===== config.mk =====
export PLATFORM = sky130hd
export DESIGN_NAME = data_path_flat
export DESIGN_NICKNAME = d
export VERILOG_FILES = /design/src/rtl/cpu_pkg.sv /design/src/rtl/data_path_if.sv /design/src/rtl/data_path_alu.sv /design/src/rtl/data_path.sv /design/src/flat_wrapper.sv
export SDC_FILE = /design/constraint.sdc
export NUM_CORES = 1
export LEC_CHECK = 0
export ABC_CLOCK_PERIOD_IN_PS = 3850
export BUFFER_PORTS_ARGS = -buffer_cell sky130_fd_sc_hd__buf_2
export CORE_ASPECT_RATIO = 0.5
export CORE_MARGIN = 2
export CORE_UTILIZATION = 50
export CTS_BUF_LIST = sky130_fd_sc_hd__clkbuf_2
export CTS_CLUSTER_DIAMETER = 30
export DETAILED_ROUTE_END_ITERATION = 6
export GPL_ROUTABILITY_DRIVEN = 0
export PLACE_DENSITY_LB_ADDON = 0.1
export SKIP_CTS_REPAIR_TIMING = 1
export SLEW_MARGIN = 20
export SYNTH_ARGS = -nofsm -noshare
export SYNTH_HDL_FRONTEND = slang
export SYNTH_SLANG_ARGS = --single-unit

===== constraint.sdc =====
create_clock -name clk -period 3.85 [get_ports clk]
set_clock_uncertainty 0.05 [all_clocks]
set_input_delay 0.77 -clock clk [delete_from_list [all_inputs] [get_ports clk]]
set_output_delay 0.77 -clock clk [all_outputs]
set_load 0.03 [all_outputs]

===== src/rtl/cpu_pkg.sv =====
// Shared CPU definitions: datapath widths, control-word encodings and CCR bit positions.
// Imported by the datapath, its ALU and the control unit.
package cpu_pkg;

    localparam int CPU_DATA_W = 8;
    localparam int CPU_FLAG_W = 4;

    // CCR bit positions, order {N,Z,V,C}
    localparam int CCR_N = 3;
    localparam int CCR_Z = 2;
    localparam int CCR_V = 1;
    localparam int CCR_C = 0;

    typedef enum logic [2:0] {
        ALU_ADD  = 3'b000,
        ALU_SUB  = 3'b001,
        ALU_AND  = 3'b010,
        ALU_OR   = 3'b011,
        ALU_INCA = 3'b100,
        ALU_INCB = 3'b101,
        ALU_DECA = 3'b110,
        ALU_DECB = 3'b111
    } alu_sel_e;

    typedef enum logic [1:0] {
        TO_PC   = 2'b00,
        TO_A    = 2'b01,
        TO_B    = 2'b10,
        TO_ZERO = 2'b11
    } to_sel_e;

    typedef enum logic [1:0] {
        FROM_ALU  = 2'b00,
        FROM_TO   = 2'b01,
        FROM_MEM  = 2'b10,
        FROM_ZERO = 2'b11
    } from_sel_e;

    // Opcodes decoded by the control unit from IR
    localparam logic [7:0] OP_LDA_IMM = 8'h86;
    localparam logic [7:0] OP_LDA_DIR = 8'h87;
    localparam logic [7:0] OP_LDB_IMM = 8'h88;
    localparam logic [7:0] OP_LDB_DIR = 8'h89;
    localparam logic [7:0] OP_STA_DIR = 8'h96;
    localparam logic [7:0] OP_STB_DIR = 8'h97;
    localparam logic [7:0] OP_ADD_AB  = 8'h42;
    localparam logic [7:0] OP_SUB_AB  = 8'h43;
    localparam logic [7:0] OP_AND_AB  = 8'h44;
    localparam logic [7:0] OP_OR_AB   = 8'h45;
    localparam logic [7:0] OP_INCA    = 8'h46;
    localparam logic [7:0] OP_INCB    = 8'h47;
    localparam logic [7:0] OP_DECA    = 8'h48;
    localparam logic [7:0] OP_DECB    = 8'h49;
    localparam logic [7:0] OP_BRA     = 8'h20;
    localparam logic [7:0] OP_BMI     = 8'h21;
    localparam logic [7:0] OP_BPL     = 8'h22;
    localparam logic [7:0] OP_BEQ     = 8'h23;
    localparam logic [7:0] OP_BNE     = 8'h24;
    localparam logic [7:0] OP_BVS     = 8'h25;
    localparam logic [7:0] OP_BVC     = 8'h26;
    localparam logic [7:0] OP_BCS     = 8'h27;
    localparam logic [7:0] OP_BCC     = 8'h28;

endpackage


===== src/rtl/data_path_if.sv =====
// Control word and memory/decode signals between the control unit, memory and the datapath.
// master = control unit side (drives the control word and memory read data), slave = datapath.
interface data_path_if #(
  parameter int DATA_W = 8,
  parameter int FLAG_W = 4
);
  logic              IR_LOAD;
  logic              MAR_LOAD;
  logic              PC_LOAD;
  logic              PC_INC;
  logic              A_LOAD;
  logic              B_LOAD;
  logic [2:0]        ALU_SEL;
  logic              CCR_LOAD;
  logic [1:0]        TO_MEMORY_BUS_SEL;
  logic [1:0]        FROM_MEMORY_BUS_SEL;
  logic [DATA_W-1:0] from_memory;
  logic [DATA_W-1:0] address;
  logic [DATA_W-1:0] to_memory;
  logic [DATA_W-1:0] IR;
  logic [FLAG_W-1:0] CCR;

  modport master (
    output IR_LOAD, MAR_LOAD, PC_LOAD, PC_INC, A_LOAD, B_LOAD, ALU_SEL, CCR_LOAD,
    output TO_MEMORY_BUS_SEL, FROM_MEMORY_BUS_SEL, from_memory,
    input  address, to_memory, IR, CCR
  );

  modport slave (
    input  IR_LOAD, MAR_LOAD, PC_LOAD, PC_INC, A_LOAD, B_LOAD, ALU_SEL, CCR_LOAD,
    input  TO_MEMORY_BUS_SEL, FROM_MEMORY_BUS_SEL, from_memory,
    output address, to_memory, IR, CCR
  );
endinterface


===== src/rtl/data_path_alu.sv =====
// Combinational ALU: X = A, Y = B. Every arithmetic op is reduced to p +/- q so that
// carry/borrow and overflow come from one adder and one pair of sign rules.
module alu
  import cpu_pkg::*;
#(
  parameter int DATA_W = 8
) (
  input  logic [DATA_W-1:0] X,
  input  logic [DATA_W-1:0] Y,
  input  logic [2:0]        ALU_SEL,
  output logic [DATA_W-1:0] result,
  output logic [3:0]        NZVC
);
  logic [DATA_W-1:0] w_p;
  logic [DATA_W-1:0] w_q;
  logic              w_sub;
  logic              w_logic;
  logic [DATA_W:0]   w_sum;
  logic [DATA_W-1:0] w_res;
  logic              w_c;
  logic              w_v;

  always_comb begin
    w_p     = X;
    w_q     = Y;
    w_sub   = 1'b0;
    w_logic = 1'b0;
    case (alu_sel_e'(ALU_SEL))
      ALU_ADD:  begin w_p = X; w_q = Y; end
      ALU_SUB:  begin w_p = X; w_q = Y; w_sub = 1'b1; end
      ALU_AND:  w_logic = 1'b1;
      ALU_OR:   w_logic = 1'b1;
      ALU_INCA: begin w_p = X; w_q = DATA_W'(1); end
      ALU_INCB: begin w_p = Y; w_q = DATA_W'(1); end
      ALU_DECA: begin w_p = X; w_q = DATA_W'(1); w_sub = 1'b1; end
      ALU_DECB: begin w_p = Y; w_q = DATA_W'(1); w_sub = 1'b1; end
      default:  w_logic = 1'b1;
    endcase
  end

  // Bit DATA_W of the 9-bit difference is set exactly when p < q (unsigned borrow).
  assign w_sum = w_sub ? ({1'b0, w_p} - {1'b0, w_q}) : ({1'b0, w_p} + {1'b0, w_q});

  always_comb begin
    w_res = w_sum[DATA_W-1:0];
    w_c   = w_sum[DATA_W];
    if (w_sub)
      w_v = (w_p[DATA_W-1] != w_q[DATA_W-1]) && (w_res[DATA_W-1] != w_p[DATA_W-1]);
    else
      w_v = (w_p[DATA_W-1] == w_q[DATA_W-1]) && (w_res[DATA_W-1] != w_p[DATA_W-1]);
    if (w_logic) begin
      w_res = (ALU_SEL == ALU_AND) ? (X & Y) : (X | Y);
      w_c   = 1'b0;
      w_v   = 1'b0;
    end
  end

  assign result       = w_res;
  assign NZVC[CCR_N]  = w_res[DATA_W-1];
  assign NZVC[CCR_Z]  = (w_res == '0);
  assign NZVC[CCR_V]  = w_v;
  assign NZVC[CCR_C]  = w_c;
endmodule


===== src/rtl/data_path.sv =====
// 8-bit CPU datapath: PC, MAR, IR, A, B, CCR, the TO/FROM buses and the ALU.
// Executes one control word per clock; every register samples the FROM bus.
module data_path
  import cpu_pkg::*;
#(
  parameter int DATA_W = 8,
  parameter int FLAG_W = 4
) (
  input  logic         clk,
  input  logic         reset,
  data_path_if.slave   bus
);
  logic [DATA_W-1:0] r_pc;
  logic [DATA_W-1:0] r_mar;
  logic [DATA_W-1:0] r_ir;
  logic [DATA_W-1:0] r_a;
  logic [DATA_W-1:0] r_b;
  logic [FLAG_W-1:0] r_ccr;

  logic [DATA_W-1:0] w_to_bus;
  logic [DATA_W-1:0] w_from_bus;
  logic [DATA_W-1:0] w_alu_result;
  logic [3:0]        w_alu_nzvc;

  alu #(.DATA_W(DATA_W)) u_alu (
    .X       (r_a),
    .Y       (r_b),
    .ALU_SEL (bus.ALU_SEL),
    .result  (w_alu_result),
    .NZVC    (w_alu_nzvc)
  );

  always_comb begin
    case (to_sel_e'(bus.TO_MEMORY_BUS_SEL))
      TO_PC:   w_to_bus = r_pc;
      TO_A:    w_to_bus = r_a;
      TO_B:    w_to_bus = r_b;
      default: w_to_bus = '0;
    endcase
  end

  always_comb begin
    case (from_sel_e'(bus.FROM_MEMORY_BUS_SEL))
      FROM_ALU: w_from_bus = w_alu_result;
      FROM_TO:  w_from_bus = w_to_bus;
      FROM_MEM: w_from_bus = bus.from_memory;
      default:  w_from_bus = '0;
    endcase
  end

  always_ff @(posedge clk or negedge reset) begin
    if (!reset) begin
      r_pc  <= '0;
      r_mar <= '0;
      r_ir  <= '0;
      r_a   <= '0;
      r_b   <= '0;
      r_ccr <= '0;
    end else begin
      if (bus.IR_LOAD)  r_ir  <= w_from_bus;
      if (bus.MAR_LOAD) r_mar <= w_from_bus;
      if (bus.A_LOAD)   r_a   <= w_from_bus;
      if (bus.B_LOAD)   r_b   <= w_from_bus;
      // A branch target outranks the sequential increment.
      if (bus.PC_LOAD)
        r_pc <= w_from_bus;
      else if (bus.PC_INC)
        r_pc <= r_pc + DATA_W'(1);
      if (bus.CCR_LOAD) r_ccr <= FLAG_W'(w_alu_nzvc);
    end
  end

  assign bus.address   = r_mar;
  assign bus.to_memory = w_to_bus;
  assign bus.IR        = r_ir;
  assign bus.CCR       = r_ccr;
endmodule


===== src/flat_wrapper.sv =====
// flat-port wrapper written by rule: the top's interface ports become plain ports
module data_path_flat import cpu_pkg::*;
#(
  parameter int DATA_W = 8,
  parameter int FLAG_W = 4
)
  (clk, reset, bus_IR_LOAD, bus_MAR_LOAD, bus_PC_LOAD, bus_PC_INC, bus_A_LOAD, bus_B_LOAD, bus_ALU_SEL, bus_CCR_LOAD, bus_TO_MEMORY_BUS_SEL, bus_FROM_MEMORY_BUS_SEL, bus_from_memory, bus_address, bus_to_memory, bus_IR, bus_CCR);
  data_path_if #(.DATA_W(DATA_W), .FLAG_W(FLAG_W)) bus_i ();
  input  logic clk;
  input  logic reset;
  input wire logic [$bits(bus_i.IR_LOAD)-1:0] bus_IR_LOAD;
  input wire logic [$bits(bus_i.MAR_LOAD)-1:0] bus_MAR_LOAD;
  input wire logic [$bits(bus_i.PC_LOAD)-1:0] bus_PC_LOAD;
  input wire logic [$bits(bus_i.PC_INC)-1:0] bus_PC_INC;
  input wire logic [$bits(bus_i.A_LOAD)-1:0] bus_A_LOAD;
  input wire logic [$bits(bus_i.B_LOAD)-1:0] bus_B_LOAD;
  input wire logic [$bits(bus_i.ALU_SEL)-1:0] bus_ALU_SEL;
  input wire logic [$bits(bus_i.CCR_LOAD)-1:0] bus_CCR_LOAD;
  input wire logic [$bits(bus_i.TO_MEMORY_BUS_SEL)-1:0] bus_TO_MEMORY_BUS_SEL;
  input wire logic [$bits(bus_i.FROM_MEMORY_BUS_SEL)-1:0] bus_FROM_MEMORY_BUS_SEL;
  input wire logic [$bits(bus_i.from_memory)-1:0] bus_from_memory;
  output wire logic [$bits(bus_i.address)-1:0] bus_address;
  output wire logic [$bits(bus_i.to_memory)-1:0] bus_to_memory;
  output wire logic [$bits(bus_i.IR)-1:0] bus_IR;
  output wire logic [$bits(bus_i.CCR)-1:0] bus_CCR;
  assign bus_i.IR_LOAD = bus_IR_LOAD;
  assign bus_i.MAR_LOAD = bus_MAR_LOAD;
  assign bus_i.PC_LOAD = bus_PC_LOAD;
  assign bus_i.PC_INC = bus_PC_INC;
  assign bus_i.A_LOAD = bus_A_LOAD;
  assign bus_i.B_LOAD = bus_B_LOAD;
  assign bus_i.ALU_SEL = bus_ALU_SEL;
  assign bus_i.CCR_LOAD = bus_CCR_LOAD;
  assign bus_i.TO_MEMORY_BUS_SEL = bus_TO_MEMORY_BUS_SEL;
  assign bus_i.FROM_MEMORY_BUS_SEL = bus_FROM_MEMORY_BUS_SEL;
  assign bus_i.from_memory = bus_from_memory;
  assign bus_address = bus_i.address;
  assign bus_to_memory = bus_i.to_memory;
  assign bus_IR = bus_i.IR;
  assign bus_CCR = bus_i.CCR;
  data_path #(.DATA_W(DATA_W), .FLAG_W(FLAG_W)) u_core (.clk(clk), .reset(reset), .bus(bus_i));
endmodule

* Word level (Yosys, flattened, before mapping)
Cells that the tools add are included.
Storage, ports and cells: register bits 44, bits of input ports 24, output and inout bits 28
Cells by class: add/subtract/negate cells 3, eq/ne operators 14, multiplexer cells 14, bitwise gates (word level) 2, reductions and logical operators 10
Operators by type and width (count):
- 2-to-1 mux 8 bit | 6
- one-hot mux 8 bit (3 select lines) | 2
- == test 3 bit (second input constant) | 4
- adder 8 x 8 -> 9 bit | 1
- 2-to-1 mux 9 bit | 1
- subtractor 8 x 8 -> 9 bit | 1
- adder 8 x 1 -> 8 bit (second input constant) | 1
- AND 8 bit | 1
- zero test 8 bit | 1
- bitwise OR 8 bit | 1
- == test 3 x 2 -> 1 bit (second input constant) | 2
- 2-to-1 mux 1 bit | 5
- == test 2 x 1 -> 1 bit (second input constant) | 2
- == test 2 bit (second input constant) | 2
- zero test 2 bit | 2
- OR reduction 2 bit | 2
- OR reduction 4 bit | 1
- == test 3 x 1 -> 1 bit (second input constant) | 1
- OR reduction 3 bit | 1
- logical AND 1 bit | 2
- inequality test 1 bit | 2
- nonzero test 2 bit | 1
- == test 1 bit | 1

* Longest topological paths before layout
depth after elaboration 9, depth in mapped cells 16, gate-level depth less buffers 14

* Modules after synthesis
Synthesis repeated with hierarchy kept, for this count alone.
Unflattened totals: cell total of the unflattened synthesis 353, area, all modules 3220.6 um^2
Modules (own cells, without submodules):
- data_path | instances 1, cells each 197, area each 2195.9 um^2, sequential area each 1101.1 um^2
- alu | instances 1, cells each 156, area each 1024.7 um^2, sequential area each 0.0 um^2

* Least setup slack after synthesis
OpenSTA, ideal clock, no wires.
path kind input -> register, start input port bus_ALU_SEL[2], end register u_core.r_ir[6], in the netlist u_core.bus.IR[6], arrival 3.698 ns, required time 3.720 ns, slack 0.021 ns, cell stages on the path 15, buffers on the path 2, cells stage by stage buf_2 clkbuf_1 inv_1 nand2_1 ha_1 nand2_1 a21oi_1 a31o_2 fa_1 nand2b_1 a2111oi_2 nor3_1 o311ai_1 a22oi_1 a21oi_1
Between the ends: cells in the longest elaborated chain, start to end 7
RTL lines:
- start: declaration | line flat_wrapper.sv:17 | input wire logic [$bits(bus_i.ALU_SEL)-1:0] bus_ALU_SEL;
- == test 3 bit | line data_path_alu.sv:28 | case (alu_sel_e'(ALU_SEL))
- OR reduction 4 bit (no line) or OR reduction 2 bit (tied branches)
- 2-to-1 mux 8 bit | line data_path_alu.sv:28
- adder 8 x 8 -> 9 bit or subtractor 8 x 8 -> 9 bit (tied branches) | line data_path_alu.sv:42 | assign w_sum = w_sub ? ({1'b0, w_p} - {1'b0, w_q}) : ({1'b0, w_p} + {1'b0, w_q});
- 2-to-1 mux 9 bit | line data_path_alu.sv:42
- 2-to-1 mux 8 bit * | line data_path_alu.sv:51 | if (w_logic) begin
- one-hot mux 8 bit (3 select lines) * | line data_path.sv:43 | case (from_sel_e'(bus.FROM_MEMORY_BUS_SEL))
- end signal: assignment | line data_path.sv:60 | if (bus.IR_LOAD) r_ir <= w_from_bus;
- end: declaration | line data_path.sv:15 | logic [DATA_W-1:0] r_ir;
Every way passes the cells marked *; elsewhere a longest branch is shown, timed or not. A chain may end at the register's enable or synchronous reset.

* Worst setup path in the final report
start register u_core.r_b[0], end register u_core.r_mar[4], in the netlist u_core.bus.address[4]
Between the ends: cells in the longest elaborated chain, start to end 5
RTL lines:
- start: declaration | line data_path.sv:17 | logic [DATA_W-1:0] r_b;
- start signal: assignment | line data_path.sv:63 | if (bus.B_LOAD) r_b <= w_from_bus;
- 2-to-1 mux 8 bit | line data_path_alu.sv:28
- adder 8 x 8 -> 9 bit or subtractor 8 x 8 -> 9 bit (tied branches) | line data_path_alu.sv:42
- 2-to-1 mux 9 bit * | line data_path_alu.sv:42
- 2-to-1 mux 8 bit * | line data_path_alu.sv:51
- one-hot mux 8 bit (3 select lines) * | line data_path.sv:43
- end signal: assignment | line data_path.sv:61 | if (bus.MAR_LOAD) r_mar <= w_from_bus;
- end: declaration | line data_path.sv:14 | logic [DATA_W-1:0] r_mar;
Marked as above.

==> reports/results.ini <==
[status]
status=completed

[clocking]
root_buffer=clkbuf_2
numCtsBuffers=5
path_clk_slew_ns=0.24
tritoncts=done
clockBufferDepth=2
cts.sinks=44
clk_latency_ns=0.44
cts_max_level=2

[setup_path]
cpMostUsedCell=a21oi_1
cp.required_ns=4.11
cp_data_arrival_time_ns=3.83
crit_type=register to register
cp_max_fo=6
end_kind=register
crit_chain=or2_2 -> inv_1 -> ha_1 -> nand2_1 -> a21oi_1 -> a31o_2 -> fa_1 -> nand2b_1 -> a2111oi_0 -> a211oi_1 -> mux2_2 -> a22oi_2 -> a21oi_1
critPathMaxStageDelay_ns=0.50
slowest_stage=dfrtp_1
cp-start-kind=register

[logic_synthesis]
synth.ff_latch_count=44
synthTopCellsByArea=dfrtp_1, a21oi_1, nor2_1
ys.flop_type=dfrtp_1
syn_inst=371
post-synth-top-count-cell=nor2_1
syn-num-nets=406
yosysUniqueCellTypes=51
avgSynthCellArea_um2=8.26
yosys_warnings=0
synth_edf_count=0
synth_commonest_cells=nor2_1, a21oi_1, dfrtp_1
synth_area_um2=3060
synth-async-reset-ratio_pct=100
yosysSeqAreaShare_pct=35.9
synth_top_area_share_pct=35.9
synth_largest_area_cell=dfrtp_1

[timing]
period_share_pct=92.6
setup_viol=0
setup_slack_ns=0.283
finalHoldViolations=0
slew_headroom_pct=52.8
clock.fmax_mhz=280
worstMarginPinSlew_ns=0.706
drv_slew=0
min_period_ns=3.57
rsz0062_at_grt=false

[global_routing]
grt_pass1_wl_um=13500
overflow=0
grt_max_degree=45
grt_pass1_vias=2664
grtUsageTotal_pct=26.6
antenna_found_initial=0

[pwr]
power.density_cell_area_nw_per_um2=488
power.leakage_nw=1.57
ir_worst_vdd_mv=0.231

[cells_and_area]
antenna_cells=0
nets=454
n_fill_cell=552
areaGrowthSynthToFinish_pct=12.9
drive_gt1_share_pct=21.5
stdcell_area_um2=3460

[placement]
dp_hpwl_um=6270
dpl_worst_slack_ns=-0.0736
dpl_cell_area_um2=3420
port_buffers=51

[die]
die_w_um=115
start_util_pct=51.2
chipHeight_um=59.3
io_pins=52
die_area_um2=6810
core_area_um2=5980
num_rows=20

[routing]
first_iter_violations=283
vias_per_cell=6.00
vias=2978
drc=0
wl_um=8700
wl_per_cell_um=17.5
dr.pass1.iters=5
ant_nets=0

[job]
drv_cap=0

[min_path]
hp-class=input pin to async pin

==> final timing paths <==
kind | start | to | slack (ns) | cells after the start
min in group clk | u_core.bus.CCR[0] | u_core.bus.CCR[0] | 0.49 | 2
setup reg to reg | u_core.r_b[0] | u_core.bus.address[4] | 0.28 | 13
hold / removal | reset | u_core.bus.IR[2] | 0.23 | 1
max in group asynchronous | reset | u_core.r_b[4] | 3.08 | 1
setup / recovery | u_core.r_b[0] | u_core.bus.address[4] | 0.28 | 13
hold reg to reg | u_core.bus.CCR[0] | u_core.bus.CCR[0] | 0.49 | 2
==> per-layer routing <==
metal	GRT usage, %	share of wire (%)	up-vias
met5	0	0	-
met4	5.23	0.54	0
met3	4.91	7.8	8
met2	44.1	45	123
met1	37.1	46	1433
li1	-	-	1414
==> layout by cell type (no fill, tap or decap), types with 8 or more instances in the layout <==
master,instances
inv_1,14
nor2_1,60
mux2_2,9
dfrtp_1,44
o21ai_0,20
a21oi_1,55
buf_2,50
maj3_1,8
mux2i_1,11
nand2_1,33
ha_1,10
buf_4,14
xnor2_1,8
==> kinds of logic after synthesis <==
group           after synthesis  synth area share [%]
flops                        44                  35.9
buf+inv                      38                  4.86
simple gates                119                  16.7
fa+ha+maj                    19                  7.35
mux                          20                  6.90
compound gates              120                  25.0
xor+xnor                     11                  3.15
==> power by group <==
group | internal [W] | switching, W | total, W | leakage, nW
Combinational | 0.000326 | 0.000516 | 0.000842 | 1.02
Clock | 0.0000433 | 0.000154 | 0.000197 | 0.0288
Sequential | 0.000543 | 0.000105 | 0.000649 | 0.520
Total | 0.000912 | 0.000775 | 0.00169 | 1.57
==> cell type report <==
cell class	instances	area [um^2]	share of cell area (%)
multi-input cells	289	1810	52.4
flip-flops and latches	44	1100	31.8
repair buffers	64	355	10.3
well taps	77	96.3	2.79
inverters	15	56.3	1.63
clock buffers	6	30.0	0.869
clock inverters	1	5.00	0.145
==> sequential cells by signal, indices dropped and copies added, names as in the netlist <==
name,cells
u_core.bus.CCR,4
u_core.r_b,8
u_core.bus.address,8
u_core.bus.IR,8
u_core.r_a,8
u_core.r_pc,8
==> critical path, delay by kind of cell (launching register included) <==
| kind | cells | cell delay, ns |
|---|---|---|
| buffers and inverters | 1 | 0.06 |
| and+or+nand+nor | 3 | 0.61 |
| muxes | 1 | 0.31 |
| AOI/OAI and AO/OA | 6 | 1.30 |
| DFF | 1 | 0.50 |
| adders and majority gates | 2 | 0.64 |
==> metrics by stage <==
step	instances	TNS, ns	utilization (%)	total power, W	hold slack [ns]
floorplan	371	0	-	0.00122	0.424
global placement	489	0	57.2	0.00147	0.452
detailed placement	489	-0.554	57.2	0.00148	0.458
CTS	496	0	57.8	0.00168	0.429
global route	496	0	57.8	0.00179	0.239
finish	496	0	57.8	0.00169	0.229
Note: power is estimated with default switching activity, not from simulation.
